File: src/rtl/parallel_to_serial_tx_pkg.sv
// rtl/parallel_to_serial_tx_pkg.sv - shared types and constants for the serial transmitter
//
// Holds the transmitter state encoding and the default word length. The
// word length is shared with the downstream 16-stage serial-to-parallel
// receiver, so both ends agree on frame size.

package parallel_to_serial_tx_pkg;

   // Word length, matching the depth of the downstream shift register.
   localparam int DEFAULT_WIDTH = 16;

   typedef enum logic [1:0] {
      IDLE  = 2'd0,
      SHIFT = 2'd1,
      GAP   = 2'd2
   } state_t;

endpackage

File: src/rtl/parallel_to_serial_tx.sv
// rtl/parallel_to_serial_tx.sv - parallel word in, MSB-first serial frame out
//
// Ports:
//   clk         rising-edge clock
//   reset       asynchronous active-high reset
//   din         parallel word, sampled only on a handshake
//   din_valid   producer offers din
//   din_ready   block can accept a word (registered)
//   sout        serial data to the receiver D input (registered)
//   sout_en     high while sout carries a frame bit (registered)
//   frame_done  one-cycle pulse: receiver holds the complete word
//   busy        high while shifting or in the inter-frame gap

module parallel_to_serial_tx
   import parallel_to_serial_tx_pkg::*;
#(
   parameter int WIDTH      = DEFAULT_WIDTH,
   parameter int GAP_CYCLES = 1
) (
   input  logic             clk,
   input  logic             reset,
   input  logic [WIDTH-1:0] din,
   input  logic             din_valid,
   output logic             din_ready,
   output logic             sout,
   output logic             sout_en,
   output logic             frame_done,
   output logic             busy
);

   localparam int BW = $clog2(WIDTH);
   localparam int GW = (GAP_CYCLES > 1) ? $clog2(GAP_CYCLES) : 1;
   localparam logic [BW-1:0] BIT_LAST = BW'(WIDTH - 1);
   localparam logic [GW-1:0] GAP_LAST = (GAP_CYCLES > 0) ? GW'(GAP_CYCLES - 1) : '0;

   state_t           state, state_n;
   logic [WIDTH-1:0] shreg, shreg_n;
   logic [BW-1:0]    bitcnt, bitcnt_n;
   logic [GW-1:0]    gapcnt, gapcnt_n;
   logic             sout_n, sout_en_n, frame_done_n;
   logic             take;

   assign take = din_valid && din_ready;
   assign busy = (state != IDLE);

   // bitcnt always holds the index of the bit currently on sout. The MSB is
   // registered onto sout at the handshake edge itself so that it appears in
   // the first cycle after the handshake; shreg then keeps the remaining bits
   // left-aligned.
   always_comb begin
      state_n      = state;
      shreg_n      = shreg;
      bitcnt_n     = bitcnt;
      gapcnt_n     = gapcnt;
      sout_n       = 1'b0;
      sout_en_n    = 1'b0;
      frame_done_n = 1'b0;
      case (state)
         IDLE: begin
            if (take) begin
               state_n   = SHIFT;
               sout_n    = din[WIDTH-1];
               sout_en_n = 1'b1;
               shreg_n   = {din[WIDTH-2:0], 1'b0};
               bitcnt_n  = BIT_LAST;
            end
         end
         SHIFT: begin
            if (bitcnt != '0) begin
               sout_n    = shreg[WIDTH-1];
               sout_en_n = 1'b1;
               shreg_n   = {shreg[WIDTH-2:0], 1'b0};
               bitcnt_n  = bitcnt - 1'b1;
            end else begin
               // Bit 0 was on the link this cycle; the receiver captures it
               // on this edge, so the full word is visible next cycle.
               frame_done_n = 1'b1;
               if (GAP_CYCLES > 0) begin
                  state_n  = GAP;
                  gapcnt_n = GAP_LAST;
               end else begin
                  state_n = IDLE;
               end
            end
         end
         GAP: begin
            if (gapcnt == '0) begin
               state_n = IDLE;
            end else begin
               gapcnt_n = gapcnt - 1'b1;
            end
         end
         default: begin
            state_n = IDLE;
         end
      endcase
   end

   always_ff @(posedge clk or posedge reset) begin
      if (reset) begin
         state      <= IDLE;
         shreg      <= '0;
         bitcnt     <= '0;
         gapcnt     <= '0;
         sout       <= 1'b0;
         sout_en    <= 1'b0;
         frame_done <= 1'b0;
         din_ready  <= 1'b0;
      end else begin
         state      <= state_n;
         shreg      <= shreg_n;
         bitcnt     <= bitcnt_n;
         gapcnt     <= gapcnt_n;
         sout       <= sout_n;
         sout_en    <= sout_en_n;
         frame_done <= frame_done_n;
         din_ready  <= (state_n == IDLE);
      end
   end

endmodule

File: config.mk
export PLATFORM = sky130hd
export DESIGN_NAME = parallel_to_serial_tx
export DESIGN_NICKNAME = d
export VERILOG_FILES = /design/src/rtl/parallel_to_serial_tx_pkg.sv /design/src/rtl/parallel_to_serial_tx.sv
export SDC_FILE = /design/constraint.sdc
export NUM_CORES = 1
export LEC_CHECK = 0
export ABC_CLOCK_PERIOD_IN_PS = 1960
export BUFFER_PORTS_ARGS = -buffer_cell sky130_fd_sc_hd__buf_2
export CAP_MARGIN = 10
export CORE_UTILIZATION = 48
export DETAILED_ROUTE_END_ITERATION = 8
export GPL_TIMING_DRIVEN = 0
export HOLD_SLACK_MARGIN = 0.15
export PLACE_DENSITY = 0.71
export SLEW_MARGIN = 20
export SYNTH_ARGS = -nofsm -noshare
export SYNTH_HDL_FRONTEND = slang
export SYNTH_SLANG_ARGS = --single-unit
File: constraint.sdc
create_clock -name clk -period 1.96 [get_ports clk]
set_input_delay 0.098 -clock clk [delete_from_list [all_inputs] [get_ports clk]]
set_output_delay 0.098 -clock clk [all_outputs]
set_load 0.01 [all_outputs]
### Word-level counts from Yosys, hierarchy flattened

Cells that the tools add are included.

* add/sub/neg operators: 2
* equal/unequal tests: 5
* muxes and demuxes: 21
* reductions and logical operators: 9

Operator list (count)
* $mux 16: 2
* $pmux 16 s2: 1
* $mux 1: 8
* $mux 4: 2
* $pmux 4 s2: 1
* $mux 2: 3
* $ne 2x2->1 const B: 3
* $pmux 1 s2: 3
* $pmux 2 s3: 1
* $reduce_bool 2->1: 3
* $logic_not 2->1: 2
* $reduce_bool 4->1: 1
* $sub 4x1->4 const B: 1
* $reduce_and 3->1: 1
* $eq 2x1->1 const B: 1
* $eq 2x2->1 const B: 1
* $reduce_and 2->1: 1
* $logic_and 1x1->1: 1
* $sub 1x1->1 const B: 1

* register bits after elaboration: 27
* input bits: 19
* logic and storage cells: 45

### Logic depth before layout (Yosys ltp)

* word-level depth: 4
* depth in mapped cells: 6
* gate-level depth less buffers: 5

### Least setup slack after synthesis

OpenSTA, ideal clock, no wires.

* kind: register to register
* start point: reg state[1]
* end point: reg shreg[2]
* setup time: 0.125 ns
* data arrival time: 1.453 ns
* required time: 1.835 ns
* path slack: 0.382 ns
* cell stages (with the launch flop): 6
* buffers on the path: 2
* clock period less this slack: 1.578 ns
* cell sequence: dfrtp_1 -> nor4bb_4 -> buf_6 -> o21bai_4 -> buf_12 -> mux2_4

* word-level cells in the longest chain between the ends: 3
* elaborated cells between the ends (all ways): 7
* classes of those cells: 3 x eq/ne; 1 x mux; 3 x reduce/logical

Ends and longest elaborated chain
* start, declared: RTL line parallel_to_serial_tx.sv:36 `state_t state, state_n;`
* start signal, assigned: RTL line parallel_to_serial_tx.sv:110 `state <= state_n;`
* $eq 2x1->1 / $logic_not 2->1 (equally long branches): RTL line parallel_to_serial_tx.sv:58 `case (state)`
* $ne 2x2->1 (no line) / $reduce_bool 2->1 (equally long branches)
* $reduce_and 3->1 (no line)
* end signal, assigned: RTL line parallel_to_serial_tx.sv:111 `shreg <= shreg_n;`
* end, declared: RTL line parallel_to_serial_tx.sv:37 `logic [WIDTH-1:0] shreg, shreg_n;`

Several ways; a longest one is shown, not always the timed one.
A chain may end at the register's enable or synchronous reset.

### Worst setup path after layout

* start point: reg bitcnt[0]
* end point: reg shreg[5]

* word-level cells in the longest chain between the ends: 3

Ends and longest elaborated chain
* start, declared: RTL line parallel_to_serial_tx.sv:38 `logic [BW-1:0] bitcnt, bitcnt_n;`
* start signal, assigned: RTL line parallel_to_serial_tx.sv:112 `bitcnt <= bitcnt_n;`
* $reduce_bool 4->1: RTL line parallel_to_serial_tx.sv:69 `if (bitcnt != '0) begin`
* $ne 2x2->1 (no line)
* $reduce_and 3->1 (no line)

Every way passes these cells.

==> run metrics <==
first-pass GRT wire length=between 3000 and 4000 µm; DRC=0; total gr overflow=0; io pins=24; net count after synthesis=109; Period Utilization, post-route=0.868; Crit Path Category=reg2reg; Power Density=1560 nW/µm²; HPWL Detailed=1470 µm; internal reg-to-reg setup slack=0.26 ns; router iterations before antenna repair=4; fin area=1620 µm²; worst IR drop on VDD=0.974 mV; max-cap violations=0; worst slack at placement=0.266 ns; Netlist Area Pre-Place=between 1000 and 1500 µm²; final antenna-violating net count=0; Die Footprint=2870 µm²; Final setup viols=0; Leak Pwr=0.765 nW; Starting Density=0.510; GPL Wtd Cong=about 0.8; CP Capture Type=flop; Worst Slack Setup Final=0.258 ns; post-cts hold buffer count=17; later-pin clock latency in the skew report=slightly above 0.3 ns; PostCTS Resize Cnt=0; Avg Inst Size Synth=around 14 µm²; Comb power frac=0.547; mux contribution to synthesized area=0.294; fin crit period=1.70 ns; Die Y=approximately 54 µm; layout cells sized above 1=0.481; crit-path max FO=10; Internal Power=1.71 mW; largest net degree at the start of global routing=26; Yosys cell types=23; most common cell after layout, fill and taps aside=dfrtp_1; Post-synth EDFFs=0; Max clock buf depth=2; Seq/Total Area, Yosys=0.491; I/O Buffers=23; clock transition at the registers of the reported paths=0.13 ns; worst hold path type=in2reg; total core area=2500 µm²; Post-CTS Setup Repair Bufs=0; XOR/XNOR share of the synthesized area=0; Root Driver=clkbuf_4; num rows=18; NetSw=0.826 mW; required time worst endpoint=2.17 ns; largest family of logic cells by synthesized area=multiplexers; Simple-Gate Fraction of Synth Area=0.0795; Sequential Power Share=0.364; CP startpoint kind=flop; CTS tree=yes; prevailing post-synth register cell=dfrtp_1; fmax=about 590 MHz; Worst-Margin Slew=around 0.9 ns; outcome=completed; Iter 0 DRT Violations=5; Fin. Hold Viols=0; Cell Area, Placed=1430 µm²; Post-Synth Adder-Cell Area=0.00981; Clock Skew=0.00407 ns; Worst slew margin=0.387; Sink Count=25; Synth Instances=89; routed via count=818; nets=154; sw frac=0.326; flops & latches, synth=25; GRT Total Usage=0.171; most used cells in the layout excluding fill and tap cells=25 x dfrtp_1, 24 x buf_2, 17 x dlygate4sd3_1, 16 x mux2_2, 13 x mux2_4; DRT Wirelength=2180 µm; asr flop ratio synth=1.00; vias in the first global route=a little under 800; Final Slew Violations=0; hold slack=0.278 ns; drt wl/cell=13.4 µm; ANT cells=0; Synth Warn #=0; initial antenna violation count=0; Num CTS Buffers=3; Die Width=53.5 µm; clock power share=0.089; Avg Vias per Cell=5.02; setup tns final=0 ns; Core Util, Final=0.650; crit path DAT=1.91 ns; area growth from synthesis to layout=27.4%; htree depth=1; Synth Area in Compound Gates=0.0677; RSZ-0062 raised after global routing=false
[synth_stat cells (2+ instances only)]
cell	number	area (µm²)
dfrtp_1	25	626
mux2_2	16	180
mux2_4	13	195
o21ai_0	5	25.0
inv_1	4	15.0
buf_6	3	33.8
nand2b_1	3	18.8
nor3_1	3	15.0
a31oi_1	2	12.5
nand2_1	2	7.51
[worst paths after layout]
path,from,end,cells after the start
max,bitcnt[0],shreg[5],6
min,din_valid,din_ready,4
min in group asynchronous,reset,sout_en,3
max reg2reg,bitcnt[0],shreg[5],6
min reg2reg,shreg[14],shreg[14],1
max in group asynchronous,reset,frame_done,3
[cell families (layout without fill, tap and decap cells)]
family / count (synthesis) / after routing
buffers and inverters: 9 / 53
DFF: 25 / 25
and+or+nand+nor: 13 / 13
muxes: 29 / 29
AOI/OAI and AO/OA: 12 / 12
adders and majority gates: 1 / 1
[area by class of cell]
cell class	count	area, µm²
fill	201	876
sequential	25	626
tap	30	37.5
clock buffer	4	26.3
multi-input combinational	55	576
inverter	4	15.0
timing repair buffer	40	285
buffer	5	58.8
[state kept, by name (all words and copies together), names as in the netlist]
signal	cells
sout	1
bitcnt	4
din_ready	1
frame_done	1
state	2
sout_en	1
shreg	15
[through the flow]
stage	total power, mW	instances
3_5_place_dp	2.30	142
4_1_cts	2.56	163
5_1_grt	2.71	163
3_3_place_gp	2.25	142
6_report	2.53	163
2_1_floorplan	2.05	89
[per-layer routing]
metal	global-route usage	part of all wire
met1	0.207	0.49
met2	0.298	0.48
met3	0.0254	0.027
met4	0.0789	0.0064
met5	0	0
[critical path: stages (launching register included)]
cell and delay [ns]:
dfrtp_1 0.40, inv_1 0.08, ha_1 0.19, nor3b_4 0.31, o21bai_4 0.15, buf_12 0.18
mux2_4 0.30
[power groups by stage]
stage                     sequential [mW]  clock (mW)  combinational (mW)
after global routing                0.953       0.255                1.50
after CTS                           0.923       0.235                1.40
after global placement              0.919           0                1.33
after floorplan                     0.913           0                1.14
final                               0.922       0.224                1.39
after detailed placement            0.934           0                1.37
Power figures use the tool's default switching activity.
